[config.mk]
export PLATFORM = sky130hd
export DESIGN_NAME = mmc3_scanline_irq
export DESIGN_NICKNAME = d
export VERILOG_FILES = /design/src/rtl/mmc3_scanline_irq.sv
export SDC_FILE = /design/constraint.sdc
export NUM_CORES = 1
export LEC_CHECK = 0
export CAP_MARGIN = 20
export CORE_MARGIN = 4
export CORE_UTILIZATION = 55
export CTS_CLUSTER_SIZE = 16
export DETAILED_ROUTE_END_ITERATION = 7
export DONT_BUFFER_PORTS = 1
export MAX_ROUTING_LAYER = met4
export PLACE_DENSITY_LB_ADDON = 0.25
export SLEW_MARGIN = 20
export SYNTH_ARGS = -nofsm -noshare
export SYNTH_HDL_FRONTEND = slang
export SYNTH_SLANG_ARGS = --single-unit
[constraint.sdc]
create_clock -name m2 -period 2.1 [get_ports m2]
set_input_delay 0.42 -clock m2 [delete_from_list [all_inputs] [get_ports m2]]
set_output_delay 0.42 -clock m2 [all_outputs]
set_load 0.05 [all_outputs]
[src/rtl/mmc3_scanline_irq.sv]
// mmc3_scanline_irq
// Scanline IRQ controller for the multicart's MMC3-family mappers. Rising
// edges of PPU A12 are synchronised into the m2 domain. Each edge is
// low-time filtered, then clocks an 8-bit down-counter. The counter reloads
// from a latch when it is zero or when a reload has been requested.
//
// Ports:
//   m2           CPU M2. This is the only clock; all state changes on posedge.
//   rst_n        Asynchronous active-low reset.
//   ppu_a12      PPU address bit 12. It is asynchronous to m2.
//   wr_strobe    One-cycle pulse that marks a decoded mapper write ($8000-$FFFF).
//   wr_addr      CPU A14..A13 of that write.
//   wr_a0        CPU A0 of that write.
//   wr_data      CPU data of that write.
//   irq_n        Registered IRQ request, active low.
//   irq_counter  Current counter value, for debug and readback.
//   irq_enabled  Current IRQ enable flag.
module mmc3_scanline_irq #(
  parameter int unsigned A12_LOW_MIN   = 3,
  parameter bit          NEW_STYLE_IRQ = 1'b1,
  parameter bit          ENABLE_IRQ    = 1'b1
) (
  input  logic       m2,
  input  logic       rst_n,
  input  logic       ppu_a12,
  input  logic       wr_strobe,
  input  logic [1:0] wr_addr,
  input  logic       wr_a0,
  input  logic [7:0] wr_data,
  output logic       irq_n,
  output logic [7:0] irq_counter,
  output logic       irq_enabled
);

  localparam logic [1:0] LOW_MIN = A12_LOW_MIN[1:0];

  logic       a12_s1_q, a12_s1_d;
  logic       a12_s2_q, a12_s2_d;
  logic       a12_prev_q, a12_prev_d;
  logic [1:0] low_cnt_q, low_cnt_d;
  logic [7:0] counter_q, counter_d;
  logic [7:0] latch_q, latch_d;
  logic       reload_pending_q, reload_pending_d;
  logic       irq_enabled_q, irq_enabled_d;
  logic       irq_pending_q, irq_pending_d;
  logic       irq_n_q, irq_n_d;

  logic       clk_evt;
  logic       evt_eff;
  logic       wr_c000, wr_c001, wr_e000, wr_e001;
  logic [7:0] counter_next;

  // Register write decode. Writes to $8000-$BFFF (wr_addr[1]=0) are ignored.
  always_comb begin
    wr_c000 = wr_strobe & (wr_addr == 2'b10) & ~wr_a0;
    wr_c001 = wr_strobe & (wr_addr == 2'b10) &  wr_a0;
    wr_e000 = wr_strobe & (wr_addr == 2'b11) & ~wr_a0;
    wr_e001 = wr_strobe & (wr_addr == 2'b11) &  wr_a0;
  end

  // A12 synchroniser and low-time filter.
  // low_cnt_q holds the value from before this cycle's update. A rise
  // therefore counts only if enough low cycles came before it.
  always_comb begin
    a12_s1_d   = ppu_a12;
    a12_s2_d   = a12_s1_q;
    a12_prev_d = a12_s2_q;
    low_cnt_d  = low_cnt_q;
    if (a12_s2_q) begin
      low_cnt_d = '0;
    end else if (low_cnt_q < LOW_MIN) begin
      low_cnt_d = low_cnt_q + 2'd1;
    end
    clk_evt = a12_s2_q & ~a12_prev_q & (low_cnt_q >= LOW_MIN);
  end

  // Counter, latch and IRQ state.
  // A $C001 write in the same cycle as an A12 event wins: the event is
  // dropped entirely, including any IRQ it would have raised. All other
  // writes act on top of the event result. The event always sees the
  // pre-cycle latch and enable values.
  always_comb begin
    counter_d        = counter_q;
    latch_d          = latch_q;
    reload_pending_d = reload_pending_q;
    irq_enabled_d    = irq_enabled_q;
    irq_pending_d    = irq_pending_q;
    counter_next     = counter_q;

    evt_eff = clk_evt & ~wr_c001;

    if ((counter_q == 8'd0) || reload_pending_q) begin
      counter_next = latch_q;
    end else begin
      counter_next = counter_q - 8'd1;
    end

    if (evt_eff) begin
      counter_d        = counter_next;
      reload_pending_d = 1'b0;
      if (irq_enabled_q && (counter_next == 8'd0) &&
          (NEW_STYLE_IRQ || (counter_q != 8'd0) || reload_pending_q)) begin
        irq_pending_d = 1'b1;
      end
    end

    if (wr_c000) begin
      latch_d = wr_data;
    end
    if (wr_c001) begin
      counter_d        = '0;
      reload_pending_d = 1'b1;
    end
    if (wr_e000) begin
      irq_enabled_d = 1'b0;
      irq_pending_d = 1'b0;
    end
    if (wr_e001) begin
      irq_enabled_d = 1'b1;
    end

    // The output is registered from the pending flag, so it lags by one cycle.
    irq_n_d = ~(irq_pending_q & ENABLE_IRQ);
  end

  always_ff @(posedge m2 or negedge rst_n) begin
    if (!rst_n) begin
      a12_s1_q         <= 1'b0;
      a12_s2_q         <= 1'b0;
      a12_prev_q       <= 1'b0;
      low_cnt_q        <= '0;
      counter_q        <= '0;
      latch_q          <= '0;
      reload_pending_q <= 1'b0;
      irq_enabled_q    <= 1'b0;
      irq_pending_q    <= 1'b0;
      irq_n_q          <= 1'b1;
    end else begin
      a12_s1_q         <= a12_s1_d;
      a12_s2_q         <= a12_s2_d;
      a12_prev_q       <= a12_prev_d;
      low_cnt_q        <= low_cnt_d;
      counter_q        <= counter_d;
      latch_q          <= latch_d;
      reload_pending_q <= reload_pending_d;
      irq_enabled_q    <= irq_enabled_d;
      irq_pending_q    <= irq_pending_d;
      irq_n_q          <= irq_n_d;
    end
  end

  assign irq_n       = irq_n_q;
  assign irq_counter = counter_q;
  assign irq_enabled = irq_enabled_q;

endmodule

### After elaboration in Yosys (flattened, before gate mapping)

Cells that the tools add are included.

* register bits after elaboration: 25
* word-level logic and storage cells: 51
* input port bits: 15

* add/subtract/negate cells: 2
* mux-type cells: 12
* reduce and logical (&&, ||, !) cells: 10
* order comparisons: 2
* equality and inequality tests: 2
* bitwise operators: 13

Operators by type and width (number)
* $mux 8: 3
* $logic_not 8->1: 2
* $reduce_bool 2->1: 5
* $and 1x1->1: 9
* $sub 8x1->8 const B: 1
* $mux 1: 7
* $eq 2x2->1 const B: 2
* $mux 2: 2
* $not 1->1: 4
* $add 2x1->2 const B: 1
* $ge 2x2->1 const B: 1
* $lt 2x2->1 const B: 1
* $reduce_and 2->1: 1
* $logic_and 1x1->1: 1
* $logic_or 1x1->1: 1

### Logic depth before layout (Yosys ltp)

Gate-level depths: netlist (run 1).

* depth after elaboration: 8
* gate-level depth with buffers: 8
* gate-level depth less buffers: 7

### Worst setup path after synthesis (run 1)

Ideal clock, no wire load.

* kind: flip-flop to flip-flop
* start point: register counter_q[0], in the netlist irq_counter[0]
* end point: register irq_pending_q
* library setup time: 92 ps
* buffers on the path: 1
* stages on the path, launching flop included: 9
* period minus slack after synthesis: 2387 ps
* data arrival time: 2295 ps
* path slack: -287 ps
* data required time: 2008 ps
* cells stage by stage: dfrtp_1 > inv_1 > ha_1 > nor3b_2 > a21oi_2 > clkbuf_1 > nand4_1 > a221o_1 > o31ai_2

* longest elaborated chain between the ends: 7

Ends and longest elaborated chain
* from (decl): line 41 `logic [7:0] counter_q, counter_d;`
* from (signal assigned): line 143 `counter_q <= counter_d;`
* branches (longest 2 deep; another with $sub 8x1->8)
* $mux 8 *: line 92 `if ((counter_q == 8'd0) || reload_pending_q) begin`
* $logic_not 8->1 *: line 101 `if (irq_enabled_q && (counter_next == 8'd0) &&`
* $logic_and 1x1->1 *: line 101
* $reduce_bool 2->1 (no line) *
* $reduce_and 2->1 (no line) *
* to (signal assigned): line 147 `irq_pending_q <= irq_pending_d;`
* to (decl): line 45 `logic irq_pending_q, irq_pending_d;`

Every way passes the cells marked *.
A chain may end at the register's enable or synchronous reset.

### Worst setup path after layout (run 1)

Ends and elaborated chain as after synthesis.

==> summary.txt, run 1 <==
Route
  • Iter 0 DRT Violations: 28
  • Via-per-instance ratio: 6.10
  • Metal1 wirelength: 1350 µm
  • Met2 WL: 1430 µm
  • Highest metal used: met4
  • Antenna Violating Nets Remaining: 0
  • Total Wirelength: 2970 µm
  • Residual DRC: 0
  • DR WL/cell: 17.2 µm
  • Length of the first detailed-routing pass in iterations: 4
  • WL met3: 162 µm
  • Vias: 1,056

Layout
  • Register Area: 634 µm²
  • Diode count: 0
  • Fin area: 0.00156 mm²
  • NumNets Final: 164
  • Fill count: 183
  • Non-Filler Instances: 173
  • Final core utilization: 69.3%
  • Area grow syn2layout: 16.9%
  • Multi-input logic area: 683 µm²
  • Share of post-route cells with drive strength above 1: 34.5%

CTS
  • Clk root buf: clkbuf_4
  • CTS max path bufs: 2
  • H-tree Lvls: 1
  • Clock latency on the worst-skew pair: 310 ps
  • CTS tree: done
  • CTS Buf Count: 3
  • Clock slew at reported path FFs: 130 ps
  • CTS sink count: 25

STA
  • Final worst path period share: 97.2%
  • Max Clk Rate: 0.490 GHz
  • Max Slew Vio Count: 0
  • Setup TNS: 0 ps
  • Worst hold slack: 118 ps
  • Clock Skews: 2.09 ps
  • RSZ-0062 raised after global routing: true
  • Actual slew at the worst max-slew pin: 490 ps
  • Post-layout min period: 2040 ps
  • Final setup violating endpoints: 0
  • Worst rel slew slack: 67.3%
  • Final count of hold timing violations: 0
  • Final setup margin: 58.5 ps

Run
  • Max cap viols: 0

Yosys
  • Cell count after synthesis: 128
  • Synth Cell Area: 0.00134 mm²
  • Cell variety after synth: 44
  • Synth area leaders: dfrtp_1, mux2_2, ha_1
  • Area leader, netlist: dfrtp_1
  • Mapped Nets: 146
  • Post-synth EDFFs: 0
  • Syn Area/Cell: 10.4 µm²
  • Post-synth top flop: dfrtp_1
  • Post-synth ARST share: 100%
  • Register area share after synthesis: 46.9%
  • Fraction of synthesized cell area taken by the top area cell type: 44.9%
  • Synth Warn #: 0
  • Seq cells post-synth: 25

Power and ir drop
  • Clock network power share: 10.7%
  • Power Total: 2.00 mW
  • PwrDens: 1280 mW/mm²
  • LEAKAGE: 0.651 nW
  • Combinational group share of total power: 53.0%
  • NetSw: 0.895 mW
  • Worst VDD drop: 0.812 mV
  • Flop pwr share: 36.3%
  • Sw frac: 44.8%
  • Internal Power: 1.10 mW

Placed design
  • IO Port Bufs: 0
  • Cell Area, Placed: 0.00149 mm²
  • DPL Wire Length: 2270 µm
  • Routability cong.: 0.906
  • Cell count after placement: 166
  • Setup WS pre-CTS: 69.7 ps

Setup path
  • Required @ worst endpoint: 2340 ps
  • Worst Path Buf+Inv: 1
  • Setup crit start kind: flop
  • CP Capture Type: flop
  • Reg2reg end: irq_pending_q
  • Arrival @ worst endpoint: 2280 ps
  • Reg2reg path depth: 7
  • CP max-delay cell: dfrtp_2
  • Worst R2R Setup Slack: 60 ps
  • Critical path class: flop to flop
  • Crit-path max cell delay: 450 ps
  • Reg2reg start: irq_counter[0]
  • CP max FO: 4
  • CP top delay family: compound AO/OA/AOI/OAI gates
  • Cell-by-cell listing of the critical path: inv_4, ha_1, nor3b_4, a21oi_2, or4_1, a221o_1, o31ai_2

Die
  • Core ar.: 0.00225 mm²
  • Die Height: 57.3 µm
  • Starting Density: 59.3%
  • Die area: 0.00328 mm²
  • I/O Pins: 25
  • Row count: 17
  • Die width: 57.3 µm

Global routing
  • GR Util All Layers: 20.0%
  • Pin count of the biggest net entering global routing: 26
  • First-pass GRT wire length: 5000 µm
  • Initial antenna violation count: 0
  • Vias in the first global route: 1,082
  • GR Overflow Total: 0

Hold path
  • Hold Path End: a12_s1_q
  • Cell depth of the worst hold path: 0
  • Hold WC Path Type: primary input to flop
  • Worst hold start: ppu_a12

Run status
  • Status: finished, final reports clean
==> registers in the layout (all words and copies together), names as in the netlist <==
name,flops
a12_s1_q,1
a12_prev_d,1
reload_pending_q,1
irq_pending_q,1
irq_n,1
irq_enabled,1
low_cnt_q,2
latch_q,8
irq_counter,8
a12_prev_q,1
==> power groups by stage <==
stage                     registers, mW  clock network (mW)  logic, mW
after CTS                         0.720               0.219       1.03
final                             0.725               0.214       1.06
after global placement            0.720                   0      0.970
after global routing              0.738               0.242       1.14
after detailed placement          0.730                   0       1.01
after floorplan                   0.881                   0      0.604
==> final cells by class <==
type / instances / share of cell area (%)
clock buffer: 4 / 1.68
inverter: 4 / 1.12
multi-input combinational: 92 / 43.7
timing repair buffer: 20 / 10.6
tap: 28 / 2.24
sequential: 25 / 40.6
==> kinds of logic (layout without fill, tap and decap cells) <==
group	after synthesis	count (layout)	synth area share, %
AND/OR/NAND/NOR	43	43	18.4
multiplexers	11	11	9.18
buffers and inverters	11	28	3.74
flip-flops	25	25	46.9
adder cells (fa/ha/maj)	3	3	2.81
XOR/XNOR	5	5	3.28
AO/OA/AOI/OAI	30	30	15.6
==> layout by cell type (no fill, tap or decap), types with 2 or more instances in the layout <==
| cell type | Yosys | routed |
|---|---|---|
| dfrtp_1 | 24 | 18 |
| buf_4 | 0 | 18 |
| mux2_2 | 10 | 10 |
| nor2_1 | 10 | 10 |
| nand2_1 | 7 | 7 |
| o21ai_0 | 7 | 7 |
| nor3_1 | 6 | 6 |
| dfrtp_2 | 0 | 6 |
| a21oi_1 | 5 | 5 |
| a21o_1 | 3 | 3 |
| xnor2_1 | 3 | 3 |
| or3_1 | 3 | 3 |
| nor4_1 | 3 | 3 |
| clkbuf_4 | 0 | 3 |
| inv_1 | 4 | 2 |
| nand3_1 | 2 | 2 |
| xor2_1 | 2 | 2 |
| o31a_1 | 2 | 2 |
| a211oi_1 | 3 | 2 |
| ha_1 | 3 | 2 |
==> synth_stat cells (2+ instances only) <==
master	number
clkbuf_1	5
mux2_2	10
xor2_1	2
nand3_1	2
nor4_1	3
xnor2_1	3
a21oi_1	5
o31a_1	2
dfrtp_1	24
a21o_1	3
ha_1	3
nand2_1	7
a211oi_1	3
nor3_1	6
inv_1	4
o21ai_0	7
nor2_1	10
or3_1	3
==> timing repair <==
item                                   4_1_cts  5_1_grt
buffers inserted                             0        1
endpoints found under the hold margin       25        0
hold buffers                                 2        0
gates resized for setup                      0        2
setup endpoints to repair                    0        1
==> per-layer routing <==
layer  up-vias  GRT usage [%]
li1        500              -
met1       516           26.0
met2        36           31.0
met3         4           4.52
met4         0           6.62
met5         -              -
==> worst max path at each step <==
stage               endpoint            from  slack, ps  cells after the start
2_1_floorplan  irq_pending_q  irq_counter[0]          6                      7
3_3_place_gp   irq_pending_q  irq_counter[0]        120                      7
5_1_grt        irq_pending_q  irq_counter[0]        -20                      7
4_1_cts        irq_pending_q  irq_counter[0]         40                      7
3_5_place_dp   irq_pending_q  irq_counter[0]         70                      7
6_report       irq_pending_q  irq_counter[0]         60                      7
==> worst register-to-register path, delay by kind of cell (launching register included) <==
kind	cells	cell delay, ps
buf+inv	1	80
compound gates	3	630
simple gates	2	630
flops	1	450
fa+ha+maj	1	160
(Power assumes the default switching activity.)
==> run 2: changes to the inputs <==
--- a/config.mk
+++ b/config.mk
@@ -13,7 +13,6 @@
 export DONT_BUFFER_PORTS = 1
 export MAX_ROUTING_LAYER = met4
 export PLACE_DENSITY_LB_ADDON = 0.25
-export SLEW_MARGIN = 20
 export SYNTH_ARGS = -nofsm -noshare
 export SYNTH_HDL_FRONTEND = slang
 export SYNTH_SLANG_ARGS = --single-unit
==> constraint.sdc (replaced) <==
create_clock -name m2 -period 2.1 [get_ports m2]
set_input_delay 0.21 -clock m2 [delete_from_list [all_inputs] [get_ports m2]]
set_output_delay 0.21 -clock m2 [all_outputs]
set_load 0.05 [all_outputs]
==> run 2 against run 1 <==
Combinational power hardly changed. Global-route usage hardly changed. Register-to-register slack about the same. Clock-buffer cell count stayed put. Hold slack got worse by 79 ps. Largest power group unchanged. Power barely moved. Clock power hardly changed. Largest cell class unchanged. Critical path type unchanged. Fmax did not move. Flip-flop and latch count did not move.
==> summary.txt, run 2 (synthesized netlist as in run 1, its figures left out) <==
Die
  • Die width: 57.3 µm (unchanged)
  • Die area: 0.00328 mm² (unchanged)
  • Core ar.: 0.00225 mm² (unchanged)
  • Die Height: 57.3 µm (unchanged)
  • Row count: 17 (unchanged)
  • I/O Pins: 25 (unchanged)
  • Starting Density: 59.3% (unchanged)

Global routing
  • Pin count of the biggest net entering global routing: 26 (unchanged)
  • Vias in the first global route: 1,081 (-0.092%)
  • First-pass GRT wire length: 5020 µm (+0.28%)
  • Initial antenna violation count: 0 (unchanged)
  • GR Overflow Total: 0 (unchanged)
  • GR Util All Layers: 20.0% (+0.049 points)

STA
  • Final count of hold timing violations: 0 (unchanged)
  • Clock Skews: 2.08 ps (-0.00869 ps)
  • Actual slew at the worst max-slew pin: 490 ps (unchanged)
  • Final worst path period share: 97.2% (unchanged)
  • Setup TNS: 0 ps (unchanged)
  • Max Clk Rate: 0.490 GHz (unchanged)
  • RSZ-0062 raised after global routing: true
  • Max Slew Vio Count: 0 (unchanged)
  • Worst rel slew slack: 67.3% (unchanged)
  • Post-layout min period: 2040 ps (unchanged)
  • Final setup violating endpoints: 0 (unchanged)

Layout
  • Share of post-route cells with drive strength above 1: 34.2% (-0.24 points)
  • Commonest non-fill, non-tap cells in the layout: dfrtp_1, buf_4, mux2_2, nor2_1
  • NumNets Final: 165 (+0.61%)
  • Final core utilization: 69.7% (+0.44 points)
  • Fill count: 182 (-0.55%)
  • Area grow syn2layout: 17.6%
  • Multi-input logic area: 683 µm² (unchanged)
  • Diode count: 0 (unchanged)
  • Register Area: 634 µm² (unchanged)
  • Fin area: 0.00157 mm² (+0.64%)

Setup path
  • Reg2reg path depth: 7 (unchanged)
  • Cell-by-cell listing of the critical path: inv_4, ha_1, nor3b_4, a21oi_2, or4_1, a221o_1, o31ai_2
  • Worst Setup SP: irq_counter[0]
  • Worst R2R Setup Slack: 60 ps (about the same)
  • CP max FO: 4 (unchanged)
  • Reg2reg start: irq_counter[0]
  • Required @ worst endpoint: 2340 ps (about the same)
  • Critical path class: flop to flop
  • CP Capture Type: flop
  • Arrival @ worst endpoint: 2280 ps (about the same)
  • Setup crit start kind: flop
  • CP max-delay cell: dfrtp_2
  • Crit-path max cell delay: 450 ps (about the same)
  • Reg2reg end: irq_pending_q

CTS
  • CTS sink count: 25 (unchanged)
  • CTS tree: done
  • H-tree Lvls: 1 (unchanged)
  • CTS max path bufs: 2 (unchanged)
  • Clock slew at reported path FFs: 130 ps (about the same)
  • Clk root buf: clkbuf_4
  • CTS Buf Count: 3 (unchanged)
  • Clock latency on the worst-skew pair: 310 ps (about the same)

Route
  • Length of the first detailed-routing pass in iterations: 4 (unchanged)
  • Residual DRC: 0 (unchanged)
  • Antenna Violating Nets Remaining: 0 (unchanged)
  • DR WL/cell: 17.1 µm (-0.64%)
  • Total Wirelength: 2970 µm (about the same)
  • Iter 0 DRT Violations: 24 (-14%)
  • Vias: 1,060 (+0.38%)
  • Via-per-instance ratio: 6.09 (-0.20%)

Placed design
  • Cell Area, Placed: 0.00149 mm² (unchanged)
  • DPL Wire Length: 2270 µm (unchanged)
  • IO Port Bufs: 0 (unchanged)
  • Routability cong.: 0.906 (unchanged)

Power and ir drop
  • Power Total: 2.00 mW (about the same)
  • Worst VDD drop: 0.812 mV (about the same)
  • LEAKAGE: 0.655 nW (+0.64%)
  • PwrDens: 1270 mW/mm² (-0.59%)

Hold path
  • Cell depth of the worst hold path: 1 (+1)
  • Hold Path End: latch_q[3]
  • Worst hold start: wr_data[3]
  • Hold WC Path Type: primary input to flop

Run status
  • Status: finished, final reports clean

Run
  • Max cap viols: 0 (unchanged)
## run 2: cell count changes in the layout (fill, tap and decap cells not counted)
cell and change:
dlygate4sd3_1 +1
## run 2: power breakdown
group | switching [mW] | internal, mW | total [mW]
Clock | 0.139 | 0.0741 | 0.213
Combinational | 0.623 | 0.438 | 1.06
Sequential | 0.132 | 0.593 | 0.725
## run 2: layer usage
layer  part of all wire [%]  wire, µm  up-vias  GRT usage [%]
li1                       -         -      502              -
met1                     45      1350      518           26.1
met2                     48      1430       36           31.0
met3                    5.4       161        4           4.52
met4                   0.98        29        0           6.62
met5                      0         0        -              -
## run 2: area by class of cell
type	instances	area share, %
inverter	4	1.11
tap	28	2.23
clock buffer	4	1.67
timing repair buffer	21	11.1
sequential	25	40.4
multi-input combinational	92	43.5
## run 2: worst max path at each step
stage / depth (start not counted) / slack [ps] / to
final: 7 / 60 / irq_pending_q
after global routing: 7 / -20 / irq_pending_q
after CTS: 7 / 40 / irq_pending_q
after detailed placement: 7 / 70 / irq_pending_q
after global placement: 7 / 120 / irq_pending_q
after floorplan: 7 / 6 / irq_pending_q
## run 2: worst max-delay path: cells and delay by family, from the launching register on
kind                     cells  cell delay, ps
buffers and inverters        1              80
AND/OR/NAND/NOR              2             630
adder cells (fa/ha/maj)      1             160
flip-flops                   1             450
AO/OA/AOI/OAI                3             630
## run 2: what timing repair did
action / CTS / global route
endpoints found under the hold margin: 26 / 0
gates resized for setup: 0 / 2
hold buffers: 3 / 0
endpoints found under the setup margin: 0 / 1
setup buffers: 0 / 1
## run 2: per-stage QoR
step | hold WS (ps) | worst slack, ps | std cells
floorplan | -85.6 | 5.58 | 128
global placement | -84.9 | 123 | 166
detailed placement | -84.8 | 69.7 | 166
CTS | 33.2 | 43.4 | 173
global route | 11.6 | -19.4 | 174
finish | 38.2 | 58.5 | 174
